<file path="config.mk">
export PLATFORM = sky130hd
export DESIGN_NAME = rat_intr_ctrl
export DESIGN_NICKNAME = d
export VERILOG_FILES = /design/src/rtl/rat_intc_pkg.sv /design/src/rtl/rat_intr_ctrl_prio_enc8.sv /design/src/rtl/rat_intr_ctrl.sv
export SDC_FILE = /design/constraint.sdc
export NUM_CORES = 1
export LEC_CHECK = 0
export CELL_PAD_IN_SITES_DETAIL_PLACEMENT = 0
export CELL_PAD_IN_SITES_GLOBAL_PLACEMENT = 1
export CORE_MARGIN = 2
export CORE_UTILIZATION = 41
export CTS_CLUSTER_SIZE = 30
export DETAILED_ROUTE_END_ITERATION = 7
export PLACE_DENSITY = 0.82
export RECOVER_POWER = 100
export SYNTH_ARGS = -nofsm -noshare
export SYNTH_HDL_FRONTEND = slang
export SYNTH_SLANG_ARGS = --single-unit
</file>
<file path="constraint.sdc">
create_clock -name CLK -period 2.65 [get_ports CLK]
set_input_delay 0.53 -clock CLK [delete_from_list [all_inputs] [get_ports CLK]]
set_output_delay 0.53 -clock CLK [all_outputs]
set_load 0.1 [all_outputs]
</file>
<file path="src/rtl/rat_intc_pkg.sv">
// Shared types and default port IDs for the RAT MCU interrupt controller.
package rat_intc_pkg;

  typedef enum logic [1:0] {
    IDLE   = 2'd0,
    ASSERT = 2'd1,
    WAIT   = 2'd2
  } intc_state_e;

  localparam logic [7:0] MASK_ID_DEF   = 8'hE0;
  localparam logic [7:0] ACK_ID_DEF    = 8'hE1;
  localparam logic [7:0] STATUS_ID_DEF = 8'hE2;
  localparam logic [7:0] CAUSE_ID_DEF  = 8'hE3;

  localparam int unsigned CAUSE_VALID  = 7;

endpackage

</file>
<file path="src/rtl/rat_intr_ctrl_prio_enc8.sv">
// Combinational lowest-set-bit encoder: idx_o is the lowest asserted request, any_o flags any request.
module prio_enc8 (
  input  logic [7:0] req_i,
  output logic [2:0] idx_o,
  output logic       any_o
);

  logic found;

  always_comb begin
    idx_o = '0;
    found = 1'b0;
    for (int unsigned i = 0; i < 8; i++) begin
      if (req_i[i] && !found) begin
        idx_o = 3'(i);
        found = 1'b1;
      end
    end
    any_o = |req_i;
  end

endmodule

</file>
<file path="src/rtl/rat_intr_ctrl.sv">
// Interrupt controller for RATMCU.INTR: edge capture, masking, lowest-index priority, timed pulse, ack handshake.
// Optional INTC_SYNC_EN adds a 2-flop synchronizer on IRQ ahead of the edge detector.
module rat_intr_ctrl
  import rat_intc_pkg::*;
#(
  parameter int unsigned NUM_SRC     = 8,
  parameter int unsigned INTR_CYCLES = 2,
  parameter logic [7:0]  MASK_ID     = MASK_ID_DEF,
  parameter logic [7:0]  ACK_ID      = ACK_ID_DEF,
  parameter logic [7:0]  STATUS_ID   = STATUS_ID_DEF,
  parameter logic [7:0]  CAUSE_ID    = CAUSE_ID_DEF
) (
  input  logic               CLK,
  input  logic               RESET,
  input  logic [NUM_SRC-1:0] IRQ,
  input  logic [7:0]         PORT_ID,
  input  logic [7:0]         OUT_PORT,
  input  logic               IO_STRB,
  output logic [7:0]         IN_DATA,
  output logic               IN_HIT,
  output logic               INTR
);

  localparam logic [3:0] CNT_LOAD = 4'(INTR_CYCLES - 1);

  logic [NUM_SRC-1:0] irq_src;
  logic [NUM_SRC-1:0] irq_q;
  logic [NUM_SRC-1:0] mask_q, mask_d;
  logic [NUM_SRC-1:0] pend_q, pend_d;
  logic [NUM_SRC-1:0] rise;
  logic [7:0]         pend8;
  logic [2:0]         sel_idx;
  logic               any_pend;
  logic               wr_mask, wr_ack;

  intc_state_e state_q, state_d;
  logic [3:0]  cnt_q, cnt_d;
  logic        intr_q, intr_d;
  logic [7:0]  cause_q, cause_d;

`ifdef INTC_SYNC_EN
  logic [NUM_SRC-1:0] sync1_q, sync2_q;

  always_ff @(posedge CLK or posedge RESET) begin
    if (RESET) begin
      sync1_q <= '0;
      sync2_q <= '0;
    end else begin
      sync1_q <= IRQ;
      sync2_q <= sync1_q;
    end
  end

  always_comb irq_src = sync2_q;
`else
  always_comb irq_src = IRQ;
`endif

  always_comb begin
    wr_mask = IO_STRB && (PORT_ID == MASK_ID);
    wr_ack  = IO_STRB && (PORT_ID == ACK_ID);
    rise    = irq_src & ~irq_q & mask_q;
    // A new edge is OR-ed in after the ack clear so a coincident set survives.
    pend_d  = pend_q;
    if (wr_ack) pend_d = pend_d & ~OUT_PORT[NUM_SRC-1:0];
    pend_d  = pend_d | rise;
    mask_d  = wr_mask ? OUT_PORT[NUM_SRC-1:0] : mask_q;
  end

  always_ff @(posedge CLK or posedge RESET) begin
    if (RESET) begin
      irq_q  <= '0;
      mask_q <= '0;
      pend_q <= '0;
    end else begin
      irq_q  <= irq_src;
      mask_q <= mask_d;
      pend_q <= pend_d;
    end
  end

  always_comb begin
    pend8 = '0;
    pend8[NUM_SRC-1:0] = pend_q;
  end

  prio_enc8 u_prio (
    .req_i (pend8),
    .idx_o (sel_idx),
    .any_o (any_pend)
  );

  always_comb begin
    state_d = state_q;
    cnt_d   = cnt_q;
    intr_d  = intr_q;
    cause_d = cause_q;
    case (state_q)
      IDLE: begin
        if (any_pend) begin
          cause_d = {1'b1, 4'b0000, sel_idx};
          cnt_d   = CNT_LOAD;
          intr_d  = 1'b1;
          state_d = ASSERT;
        end
      end
      ASSERT: begin
        if (cnt_q == '0) begin
          intr_d  = 1'b0;
          state_d = WAIT;
        end else begin
          cnt_d = cnt_q - 4'd1;
        end
      end
      WAIT: begin
        if (!pend8[cause_q[2:0]]) begin
          cause_d[CAUSE_VALID] = 1'b0;
          state_d = IDLE;
        end
      end
      default: begin
        intr_d  = 1'b0;
        state_d = IDLE;
      end
    endcase
  end

  always_ff @(posedge CLK or posedge RESET) begin
    if (RESET) begin
      state_q <= IDLE;
      cnt_q   <= '0;
      intr_q  <= 1'b0;
      cause_q <= '0;
    end else begin
      state_q <= state_d;
      cnt_q   <= cnt_d;
      intr_q  <= intr_d;
      cause_q <= cause_d;
    end
  end

  always_comb begin
    IN_HIT  = (PORT_ID == STATUS_ID) || (PORT_ID == CAUSE_ID);
    IN_DATA = '0;
    if (PORT_ID == STATUS_ID)     IN_DATA = pend8;
    else if (PORT_ID == CAUSE_ID) IN_DATA = cause_q;
  end

  always_comb INTR = intr_q;

endmodule
</file>
# After elaboration in Yosys (flattened, before gate mapping)

Index checks and enable logic that the tools add are counted.

Register bits after elaboration: 35
Bits of input ports: 27
Output and inout port bits: 10
Logic and storage cells: 86

$add $sub $neg: 1
Magnitude comparators: 1
Equal/unequal tests: 10
Multiplexer cells: 32
Bitwise logic cells: 7
Reduce and logical (&&, ||, !) cells: 27

Operator list:

| cell                                                        | count |
|---|---|
| == test 8 bit (second input constant)                       | 4 |
| two-way mux 8 bit                                           | 4 |
| bitwise AND 8 bit                                           | 3 |
| NOT 8 bit                                                   | 2 |
| two-way mux 1 bit                                           | 12 |
| two-way mux 3 bit                                           | 4 |
| AND reduction 3 bit                                         | 4 |
| two-way mux 2 bit                                           | 5 |
| logical AND 1 bit                                           | 9 |
| two-way mux 4 bit                                           | 2 |
| inequality test 2 bit (second input constant)               | 4 |
| bitwise OR 8 bit                                            | 1 |
| case mux 4 bit (2 select lines)                             | 1 |
| OR reduction 8 bit                                          | 1 |
| logical NOT 1 bit                                           | 7 |
| case mux 2 bit (3 select lines)                             | 1 |
| logical NOT 4 bit                                           | 1 |
| less-than comparator 3 x 4 -> 1 bit (second input constant) | 1 |
| nonzero test 2 bit                                          | 2 |
| subtractor 4 x 1 -> 4 bit (second input constant)           | 1 |
| binary-select mux 1 bit (select 3 bit)                      | 1 |
| case mux 1 bit (3 select lines)                             | 1 |
| == test 2 x 1 -> 1 bit (second input constant)              | 1 |
| == test 2 bit (second input constant)                       | 1 |
| 5 further kinds                                             | 5 |

# Longest topological paths before layout

Depth after elaboration: 24
Gate-level depth with buffers: 6
Gate-level depth less buffers: 6

# Modules after synthesis

Synthesis repeated with hierarchy kept, for this count alone.

Cells, all modules: 153
Area, all modules: 1672.9 µm²

Modules (own cells, without submodules):

| module        | instances | cells an instance | area each (µm²) | seq. area each (µm²) |
|---|---|---|---|---|
| rat_intr_ctrl | 1         | 140               | 1590.3          | 875.8 |
| prio_enc8     | 1         | 13                | 82.6            | 0.0 |

# Worst setup path before layout

OpenSTA, ideal clock, no wires.

Path kind: input port to output port
Start: in PORT_ID[2]
End: out IN_DATA[3]
Arrival: 3069 ps
Required time: 2120 ps
Slack: -949 ps
Stages on the path: 3
Buffers on the path: 0
Cells stage by stage: and4bb_2 > nand3_1 > nor3_1

Cells in the longest elaborated chain, start to end: 2

Ends and longest elaborated chain:

| item              | line                 | RTL |
|---|---|---|
| start, declared   | rat_intr_ctrl.sv:16  | `input logic [7:0] PORT_ID,` |
| == test 8 bit     | rat_intr_ctrl.sv:145 | `if (PORT_ID == STATUS_ID) IN_DATA = pend8;` |
| two-way mux 8 bit | rat_intr_ctrl.sv:145 |  |
| end, declared     | rat_intr_ctrl.sv:19  | `output logic [7:0] IN_DATA,` |

No other way between the ends.

# Worst setup path after layout

Start: in PORT_ID[2]
End: out IN_DATA[5]

Same word-level chain as after synthesis.

==> impl_metrics.ini <==
[global_route]
grtUsageTotal_pct = 16.90
grt_pass1_wl_mm = 5.568
grt_start_max_net_pins = 36
antenna_found_initial = 0
grt-ovfl-total = 0
grt_pass1_vias = 1219

[setup_path]
critPathMaxFanout = 7
startpoint_type = input port
startpoint = PORT_ID[2]
crit_end = IN_DATA[5]
rrSetupSlack_ns = 0.60
rr_startpoint = pend8[3]
timing.rr.end = cnt_q[1]
critPathKind = input port to output pin
reg2reg_depth = 4
crit_arrival_ns = 1.96
crit_required_ns = 2.12
endpoint_kind = output pin

[die]
ios = 37
rows = 22
die_area_um2 = 4383
die_y_um = 66.21
start_util_pct = 43.01
core_area_um2 = 3689
die_x_um = 66.21

[routing]
drtPass1Iterations = 4
dr_total_vias = 1204
drt_wl_total_mm = 3.255
drc_errors = 0
final_antenna_net_count = 0
drt_iter0_drc = 63
via_per_inst = 5.145
wire_per_inst_um = 13.91

[placement]
hpwl_mm = 2.488
pre_cts_ws_ns = 0.05315
numPlacedInstances = 226
routabilityCongestion = 0.8056
port_buffers = 36

[power]
cellPowerDensity_nw_per_um2 = 826.7
max-vdd-ir-drop_uv = 381.7
p_leak_nw = 0.9336

[cells_and_area]
multi_input_area_um2 = 666.9
final_common_cell = dfrtp_1
diodes = 0
drive_gt1_share_pct = 13.98
fin_cells = 234
fillCellCount = 334
layout.nets = 214
mostFrequentLayoutCells = dfrtp_1 (35), nand2_1 (17), clkdlybuf4s50_1 (17), nor2_1 (15)
seq_area_um2 = 875.8
syn_to_final_growth_pct = 34.78

[sta]
setup_tns_ns = 0
rsz0062_at_grt = false
final_hold_viol_count = 0
fin_crit_ns = 2.490
relSlewSlack_pct = -21.87
max_freq_mhz = 401.6
period_share_pct = 93.96
setup_viol = 0
slew_violations = 36
final.setup.worst_slack_ns = 0.1599
worst_pin_slew_ns = 1.828
clock_skew_ns = 0.003545

[clock_tree]
cts.htree.levels = 2
clock_latency_ns = 0.28
cts_hold_buf = 0
cts_buffers = 5
cts_sinks = 35
path_clk_slew_ns = 0.06
cts_resized = 0
cts_tree = yes
cts_buffer_depth = 2
cts_setup_buffers = 0
cts_root_buf = clkbuf_8

[synth]
avgSynthCellArea_um2 = 11.17
synth_fa_ha_area_share_pct = 1.577
synthXorXnorAreaFrac_pct = 0
synthCells = 142
synth-seq-area-share_pct = 55.21
synth_cell_types = 33
synth-simple-area-share_pct = 17.35
synthFlopType = dfrtp_1
synth_edf_count = 0
syn_area_um2 = 1587
synth_top_cell_by_area = dfrtp_1
synth_seq_cells = 35
synth_area_leaders = dfrtp_1 (55%), mux2_2 (5.7%), nand2_1 (4.0%), o2bb2ai_1 (3.9%), nor2_1 (3.3%)
synth_nets = 171
muxShareOfSynthArea_pct = 12.62
synth_compound_area_share_pct = 10.65
ys_warn_count = 0
async_flop_share_pct = 100.0
synth_top_family_by_area = simple AND/OR/NAND/NOR gates
synth_top_area_share_pct = 55.21

[run_status]
status = finished with violations
failed_checks = capacitance limit, slew limit

[flow_run]
maxCapViolations = 1

[worst_hold_path]
worstHoldPathType = flip-flop to flip-flop
## synth_stat cells, types with 3 or more instances
| cell type | instances |
|---|---|
| mux2_2 | 8 |
| a21oi_1 | 6 |
| or4_1 | 3 |
| and2_1 | 3 |
| o21ai_0 | 3 |
| dfrtp_1 | 35 |
| nand2b_1 | 3 |
| o2bb2ai_1 | 7 |
| a31oi_1 | 3 |
| nor2_1 | 14 |
| nand2_1 | 17 |
| mux2i_1 | 5 |
| inv_1 | 9 |
## worst max-delay path: stages
cell and delay, ns:
clkdlybuf4s50_1 0.40, and4bb_1 0.33, nand3_2 0.16, nor2_1 0.16, and2_1 0.19, buf_12 0.18
## power breakdown
group / switching [mW] / leakage, nW / internal (mW)
combinational: 0.313 / 0.445 / 0.257
sequential: 0.123 / 0.437 / 0.660
clock: 0.177 / 0.0515 / 0.237
total: 0.613 / 0.934 / 1.15
## cell type report
class	count	area share, %
clock buffers	8	4.681
inverters	9	1.580
multi-input cells	96	31.19
flip-flops and latches	35	40.96
well taps	48	2.809
repair buffers	38	18.78
## per-stage QoR
| stage | area [um^2] | util (%) | hold WS, ns | power [mW] |
|---|---|---|---|---|
| 2_1_floorplan | 1592 | - | 0.3928 | 1.217 |
| 3_3_place_gp | 2107 | 57.12 | 0.3965 | 1.367 |
| 3_5_place_dp | 2107 | 57.12 | 0.4074 | 1.393 |
| 4_1_cts | 2207 | 59.84 | 0.4188 | 1.818 |
| 5_1_grt | 2138 | 57.97 | 0.4248 | 1.909 |
| 6_report | 2138 | 57.97 | 0.4134 | 1.768 |
## sequential cells by signal, indices dropped and copies added (netlist names)
| name | flops |
|---|---|
| mask_q | 8 |
| cause_q | 4 |
| cnt_q | 4 |
| INTR | 1 |
| irq_q | 8 |
| pend8 | 8 |
| state_q | 2 |
## cell families (layout without fill, tap and decap cells)
kind of cell               Yosys count  count (layout)
adders and majority gates            2               2
buffers and inverters               11              55
muxes                               16              16
AOI/OAI and AO/OA                   24              24
and+or+nand+nor                     54              54
DFF                                 35              35
## worst min path at each step
stage	startpoint	endpoint	depth (start not counted)
finish	irq_q[0]	pend8[0]	1
global route	irq_q[5]	pend8[5]	1
CTS	irq_q[5]	pend8[5]	1
detailed placement	irq_q[5]	pend8[5]	1
global placement	irq_q[4]	pend8[4]	1
floorplan	irq_q[0]	pend8[0]	1
## per-layer routing
layer	vias to the layer above	track usage, %	wire [um]
li1	592	-	-
met1	567	21.30	1492
met2	38	27.00	1476
met3	7	5.111	230
met4	0	6.888	56
met5	-	0	0
Note: power is estimated with default switching activity, not from simulation.
